`config.mk`:
```
export PLATFORM = sky130hd
export DESIGN_NAME = ps2_request_decoder
export DESIGN_NICKNAME = d
export VERILOG_FILES = /design/src/rtl/ps2_request_decoder.sv
export SDC_FILE = /design/constraint.sdc
export NUM_CORES = 1
export LEC_CHECK = 0
export BUFFER_PORTS_ARGS = -buffer_cell sky130_fd_sc_hd__buf_2
export CAP_MARGIN = 5
export CORE_MARGIN = 2
export CORE_UTILIZATION = 25
export DETAILED_ROUTE_END_ITERATION = 8
export SETUP_SLACK_MARGIN = 0.1
export SLEW_MARGIN = 40
export SYNTH_ARGS = -nofsm -noshare
export SYNTH_HDL_FRONTEND = slang
export SYNTH_SLANG_ARGS = --single-unit
```
`constraint.sdc`:
```
create_clock -name Clock -period 3.4 [get_ports Clock]
set_input_delay 0.34 -clock Clock [delete_from_list [all_inputs] [get_ports Clock]]
set_output_delay 0.34 -clock Clock [all_outputs]
set_load 0.01 [all_outputs]
```
`src/rtl/ps2_request_decoder.sv`:
```
// PS/2 set-2 byte stream to active-low request code for the traffic-light controller.
// Holds one latched request until acknowledged, cancelled with Esc, or timed out.
module ps2_request_decoder #(
    parameter int unsigned HOLD_CYCLES = 50000000
) (
    input  logic       Clock,
    input  logic       Reset,
    input  logic [7:0] byte_data,
    input  logic       byte_valid,
    input  logic       ack,
    output logic [2:0] request,
    output logic       pending,
    output logic       error,
    output logic [3:0] drop_count
);

    localparam int CW = (HOLD_CYCLES > 0) ? $clog2(HOLD_CYCLES + 1) : 1;
    localparam logic [CW-1:0] HOLD_LAST = CW'((HOLD_CYCLES == 0) ? 0 : HOLD_CYCLES - 1);

    localparam logic [7:0] BYTE_BRK = 8'hF0;
    localparam logic [7:0] BYTE_EXT = 8'hE0;
    localparam logic [2:0] REQ_NONE = 3'b111;

    typedef enum logic [1:0] {
        IDLE,
        BRK,
        EXT,
        EXT_BRK
    } frame_state_e;

    frame_state_e    state_q, state_d;
    logic [2:0]      request_q, request_d;
    logic            pending_q, pending_d;
    logic            error_q, error_d;
    logic [3:0]      drop_q, drop_d;
    logic [CW-1:0]   hold_q, hold_d;

    logic            make_valid;
    logic            is_prefix;
    logic            is_mapped;
    logic            is_esc;
    logic [2:0]      make_code;
    logic            timeout;
    logic            release_req;

    // NOTE: every signal written here gets a default first so no latch is inferred.
    always_comb begin
        state_d    = state_q;
        error_d    = 1'b0;
        make_valid = 1'b0;
        is_prefix  = (byte_data == BYTE_BRK) || (byte_data == BYTE_EXT);
        if (byte_valid) begin
            unique case (state_q)
                IDLE: begin
                    if (byte_data == BYTE_BRK)      state_d = BRK;
                    else if (byte_data == BYTE_EXT) state_d = EXT;
                    else                            make_valid = 1'b1;
                end
                BRK: begin
                    state_d = IDLE;
                    error_d = is_prefix;
                end
                EXT: begin
                    if (byte_data == BYTE_BRK) begin
                        state_d = EXT_BRK;
                    end else begin
                        state_d = IDLE;
                        error_d = (byte_data == BYTE_EXT);
                    end
                end
                EXT_BRK: begin
                    state_d = IDLE;
                    error_d = is_prefix;
                end
                default: state_d = IDLE;
            endcase
        end
    end

    always_comb begin
        is_mapped = 1'b1;
        is_esc    = 1'b0;
        make_code = REQ_NONE;
        unique case (byte_data)
            8'h16:   make_code = 3'b110;
            8'h1E:   make_code = 3'b101;
            8'h26:   make_code = 3'b011;
            8'h76:   begin is_mapped = 1'b0; is_esc = 1'b1; end
            default: is_mapped = 1'b0;
        endcase
    end

    // A release (ack or timeout) frees the slot in the same cycle, so a coincident make latches.
    assign timeout     = pending_q && (HOLD_CYCLES != 0) && (hold_q == HOLD_LAST);
    assign release_req = pending_q && (ack || timeout);

    always_comb begin
        request_d = request_q;
        pending_d = pending_q;
        drop_d    = drop_q;
        hold_d    = hold_q;
        if (pending_q && (HOLD_CYCLES != 0)) hold_d = hold_q + CW'(1);
        if (release_req) begin
            request_d = REQ_NONE;
            pending_d = 1'b0;
            hold_d    = '0;
        end
        if (make_valid && is_esc) begin
            request_d = REQ_NONE;
            pending_d = 1'b0;
            hold_d    = '0;
        end else if (make_valid && is_mapped) begin
            if (pending_q && !release_req) begin
                if (drop_q != 4'hF) drop_d = drop_q + 4'd1;
            end else begin
                request_d = make_code;
                pending_d = 1'b1;
                hold_d    = '0;
            end
        end
    end

    // NOTE: sequential state uses non-blocking assignments so every register samples pre-edge values.
    always_ff @(posedge Clock or posedge Reset) begin
        if (Reset) begin
            state_q   <= IDLE;
            request_q <= REQ_NONE;
            pending_q <= 1'b0;
            error_q   <= 1'b0;
            drop_q    <= '0;
            hold_q    <= '0;
        end else begin
            state_q   <= state_d;
            request_q <= request_d;
            pending_q <= pending_d;
            error_q   <= error_d;
            drop_q    <= drop_d;
            hold_q    <= hold_d;
        end
    end

    assign request    = request_q;
    assign pending    = pending_q;
    assign error      = error_q;
    assign drop_count = drop_q;

endmodule
```
[Word-level counts from Yosys, hierarchy flattened]
Cells that the tools add are included.
Storage, ports and cells
  register bits: 37
  latch bits: 0
  bits in writable memories: 0
  memory bits (read-only): 0
  input bits: 12
  output and inout port bits: 9
  word-level logic and storage cells: 61
  memories kept: 0
Operators by class
  add/subtract/negate cells: 2
  multiply operators: 0
  div/mod/pow operators: 0
  magnitude comparators: 0
  eq/ne operators: 12
  shift operators: 0
  muxes and demuxes: 27
  bitwise gates (word level): 1
  reduce and logical (&&, ||, !) cells: 13
Operators by type and width (number)
  26-bit two-way mux: 5
  26-bit by 1-bit adder with 26-bit output (second input constant): 1
  26-bit equality test (second input constant): 1
  8-bit by 5-bit equality test with 1-bit output (second input constant): 2
  8-bit equality test (second input constant): 2
  1-bit two-way mux: 12
  3-bit two-way mux: 4
  3-bit one-hot mux with 3 select lines: 1
  8-bit by 6-bit equality test with 1-bit output (second input constant): 1
  8-bit by 7-bit equality test with 1-bit output (second input constant): 1
  2-bit two-way mux: 3
  2-bit one-hot mux with 3 select lines: 1
  1-bit logical AND: 5
  4-bit by 1-bit adder with 4-bit output (second input constant): 1
  2-bit equality test (second input constant): 2
  4-bit != test (second input constant): 1
  4-bit AND reduction: 1
  3-bit != test (second input constant): 1
  3-bit OR reduction: 1
  2-bit by 1-bit equality test with 1-bit output (second input constant): 1
  2-bit logical NOT: 1
  1-bit logical OR: 2
  1-bit one-hot mux with 2 select lines: 1
  2-bit AND reduction: 1
  3 further kinds: 3

[Longest topological paths before layout]
  depth in word-level cells: 9
  depth in mapped cells: 7

[Worst setup path before layout]
No wires, ideal clock.
  kind: reg2reg
  start: register hold_q[10]
  end: register hold_q[10]
  library setup time: 0.119 ns
  arrival time: 1.759 ns
  data required time: 3.281 ns
  slack: 1.522 ns
  cell stages (with the launch flop): 8
  cell sequence: dfrtp_1 nor4_1 nand4_1 o41a_1 buf_6 o21ai_4 buf_6 nor2_1
On the way
  longest elaborated chain between the ends: 9
  elaborated cells between the ends (all ways): 12
  those cells by class: add/sub: 1; eq/ne: 1; mux: 5; reduce/logical: 5
RTL lines
  start: declaration: RTL line 36  | logic [CW-1:0] hold_q, hold_d;
  start signal: assignment: RTL line 138  | hold_q <= hold_d;
  parallel branches: the longest is 7 deep, another holds 26-bit by 1-bit adder with 26-bit output
  26-bit two-way mux (*): RTL line 112  | end else if (make_valid && is_mapped) begin
  26-bit two-way mux (*): RTL line 108  | if (make_valid && is_esc) begin
  net hold_d[10]: RTL line 36
Mark *: on every way through the listed nets, which the timed path passes.
A chain may end at the register's enable or synchronous reset.

[Final worst setup path]
  start: register hold_q[10]
  end: register request_q[1], in the netlist request[1]
On the way
  longest elaborated chain between the ends: 9
  elaborated cells between the ends (all ways): 10
  those cells by class: eq/ne: 1; mux: 4; reduce/logical: 5
RTL lines
  26-bit equality test (*): RTL line 94  | assign timeout = pending_q && (HOLD_CYCLES != 0) && (hold_q == HOLD_LAST);
  1-bit logical AND (*): RTL line 94
  1-bit logical OR (*): RTL line 95  | assign release_req = pending_q && (ack || timeout);
  1-bit logical AND (*): RTL line 95
  1-bit logical NOT: RTL line 113  | if (pending_q && !release_req) begin
  1-bit logical AND: RTL line 113
  3-bit two-way mux: RTL line 113
  3-bit two-way mux (*): RTL line 112
  3-bit two-way mux (*): RTL line 108
  net request_d[1]: RTL line 32  | logic [2:0] request_q, request_d;
  end signal: assignment: RTL line 134  | request_q <= request_d;
  end: declaration: RTL line 32
The timed path passes the listed nets; every way through them passes the cells marked *.

==> flow_metrics.py <==
metrics = {
    "outcome": {
        "outcome": "complete, no violations",
    },
    "setup_path": {
        "critPathCaptureType": "register",
        "cp-start-kind": "register",
        "cp.required_ns": 3.63,
        "path_class": "register to register",
        "critPathCapture": "request[1]$_DFF_PP1_",
        "reg2reg_setup_slack_ns": 1.02,
        "worstSetupStartpoint": "hold_q[10]$_DFF_PP0_",
        "crit_arrival_ns": 2.62,
        "r2r_start": "hold_q[10]$_DFF_PP0_",
        "critPathMaxFanout": 27,
        "timing.rr.end": "request[1]$_DFF_PP1_",
        "ff2ff_path_depth": 5,
    },
    "power": {
        "power.density_nw_per_um2": 542,
        "p_leak_nw": 0.930,
        "ir_worst_vdd_v": 0.000219,
    },
    "layout": {
        "layout.cells.non_filler": 316,
        "n_fill_cell": 807,
        "finalNetCount": 230,
        "drive_above_1_share": 0.175,
        "diodes": 0,
        "syn_to_final_growth_pct": 15.5,
        "multiInputGateArea_um2": 923,
        "final-seq-area_um2": 930,
        "final_area_um2": 2190,
    },
    "route": {
        "wl_um": 3580,
        "drc": 0,
        "ant_nets": 0,
        "first_iter_violations": 54,
        "first_pass_iters": 4,
        "dr_total_vias": 1405,
        "wire_per_inst_um": 11.3,
        "viasPerCell": 4.45,
    },
    "place": {
        "place_area_um2": 2100,
        "place_congestion": 0.733,
        "dp_cells": 308,
        "portBuffers": 20,
        "pre_cts_ws_ns": 1.02,
        "hpwl_um": 2540,
    },
    "floorplan": {
        "die_h_um": 91.1,
        "ios": 21,
        "design.die.area_um2": 8310,
        "rows": 31,
        "coreArea_um2": 7290,
        "start_util": 0.260,
        "die_x_um": 91.1,
    },
    "yosys": {
        "yosys.area_share.simple": 0.272,
        "synth_top_area_frac": 0.448,
        "muxShareOfSynthArea": 0.0178,
        "yosysSeqAreaShare": 0.490,
        "ys_ff_latch": 37,
        "syn_area_um2": 1900,
        "synth-compound-area-share": 0.0620,
        "synth_top_family_by_area": "simple AND/OR/NAND/NOR gates",
        "synthXorXnorAreaFrac": 0.115,
        "synth_most_common_cell": "nor2_1",
        "synth_edf_count": 0,
        "synth_top_area_cell": "dfrtp_1",
        "yosys_warnings": 0,
        "synth_fa_ha_area_frac": 0.0132,
        "synth-main-ff-cell": "dfrtp_1",
        "ys_async_sr_fraction": 1.00,
        "postSynthAreaPerCell_um2": 9.94,
        "synthCells": 191,
        "synth.top_cells.by_count": "nor2_1, dfrtp_1, xor2_1",
        "ys_types": 36,
        "mappedNetlistNets": 205,
        "ys_top_cells_by_area": "dfrtp_1, xor2_1, nor2_1, nand4_1, dfstp_2",
    },
    "sta": {
        "rsz0062_at_grt": "no",
        "slew_viol_final": 0,
        "max_slew_margin": 0.541,
        "max_freq_mhz": 420,
        "fin_setup_tns_ns": 0,
        "fin_skew_ns": 0.0141,
        "min_period_over_period": 0.700,
        "fin_crit_ns": 2.38,
        "worst_slew_pin_slew_ns": 0.687,
        "finalSetupViolations": 0,
        "finalHoldViolCount": 0,
        "setup_slack_ns": 1.02,
    },
    "global_routing": {
        "grt_max_degree": 38,
        "grt-ovfl-total": 0,
        "grt_pass1_wl_um": 6290,
        "grt_pass1_vias": 1351,
        "antenna_found_initial": 0,
        "grt_usage": 0.0919,
    },
    "clock_network": {
        "cts_tree": "built",
        "clk_pin_slew_ns": 0.08,
        "worstSkewPairLatency_ns": 0.29,
        "numCtsBuffers": 5,
        "ctsHoldBuffers": 0,
        "htreeDepth": 2,
        "clk_path_buf_depth": 2,
        "ctsResizeCount": 0,
        "clock-sinks": 37,
        "root_buffer": "clkbuf_8",
        "post_cts_buffers": 0,
    },
    "flow_run": {
        "max_cap_violations": 0,
    },
    "min_path": {
        "min_path_type": "primary input to asynchronous set/reset pin",
    },
}
-- state kept, by name (all words and copies together) (netlist names) --
register and flops:
hold_q 26, drop_count 4, request 3, state_q 2, error 1, pending 1
-- cells in the final DEF (no fill, tap or decap), types with 2 or more instances in the layout --
| master | count |
|---|---|
| nor2_1 | 35 |
| or2_2 | 2 |
| nand4_1 | 15 |
| a21oi_1 | 3 |
| and3_1 | 5 |
| a2bb2oi_1 | 2 |
| clkbuf_1 | 2 |
| xnor2_1 | 7 |
| clkbuf_8 | 5 |
| nor3_1 | 2 |
| ha_1 | 2 |
| nand2b_1 | 2 |
| nor3b_1 | 3 |
| dfrtp_1 | 34 |
| xor2_1 | 18 |
| buf_2 | 20 |
| nor2b_1 | 3 |
| nor4_1 | 3 |
| dfstp_2 | 3 |
| nand3_1 | 11 |
| mux2_2 | 3 |
| nand2_1 | 12 |
| inv_1 | 6 |
-- metal layers --
layer,share of wire,wire (µm),up-vias,global-route usage
li1,-,-,718,-
met1,0.51,1820,652,0.122
met2,0.43,1550,29,0.143
met3,0.043,154,6,0.0266
met4,0.015,53,0,0.0303
met5,0,0,-,0
-- how the worst min path moves through the flow --
| stage | start | cells after the start | slack (ns) | end |
|---|---|---|---|---|
| after CTS | Reset | 3 | 0.16 | hold_q[12]$_DFF_PP0_ |
| final | Reset | 3 | 0.14 | hold_q[23]$_DFF_PP0_ |
| after floorplan | byte_valid | 1 | 0.43 | state_q[1]$_DFFE_PP0P_ |
| after global routing | Reset | 3 | 0.19 | hold_q[12]$_DFF_PP0_ |
| after detailed placement | Reset | 3 | 0.48 | hold_q[12]$_DFF_PP0_ |
| after global placement | Reset | 3 | 0.48 | hold_q[13]$_DFF_PP0_ |
-- critical path, cell delays in order, from the launching register on --
cell and delay, ns:
dfrtp_1 0.42, nor4_1 0.32, nand4_1 0.13, o41a_1 0.61, o21ai_4 0.63, o22a_1 0.22
-- power breakdown --
group	leakage (nW)	internal [W]	switching (W)	total (W)
combinational	0.430	0.000106	0.000103	0.000209
clock	0.0424	0.000146	0.000156	0.000302
sequential	0.458	0.000559	0.000118	0.000677
total	0.930	0.000812	0.000376	0.00119
-- per-stage QoR --
| stage | hold slack (ns) | utilization | power, W |
|---|---|---|---|
| finish | 0.141 | 0.301 | 0.00119 |
| global route | 0.194 | 0.301 | 0.00127 |
| global placement | 0.478 | 0.287 | 0.000888 |
| CTS | 0.159 | 0.299 | 0.00120 |
| floorplan | 0.432 | - | 0.000820 |
| detailed placement | 0.477 | 0.287 | 0.000894 |
-- final cells by class --
cell class,instances,area share
well taps,99,0.0565
clock buffers,7,0.0348
multi-input cells,145,0.421
flip-flops and latches,37,0.424
inverters,6,0.0103
clock inverters,1,0.00400
repair buffers,21,0.0491
-- logic make-up (layout without fill, tap and decap cells) --
family	Yosys count	in the layout
XOR/XNOR	25	25
AO/OA/AOI/OAI	14	14
adder cells (fa/ha/maj)	2	2
multiplexers	3	3
buffers and inverters	9	35
flip-flops	37	37
AND/OR/NAND/NOR	101	101
No activity file was read; power rests on OpenSTA's default activity.
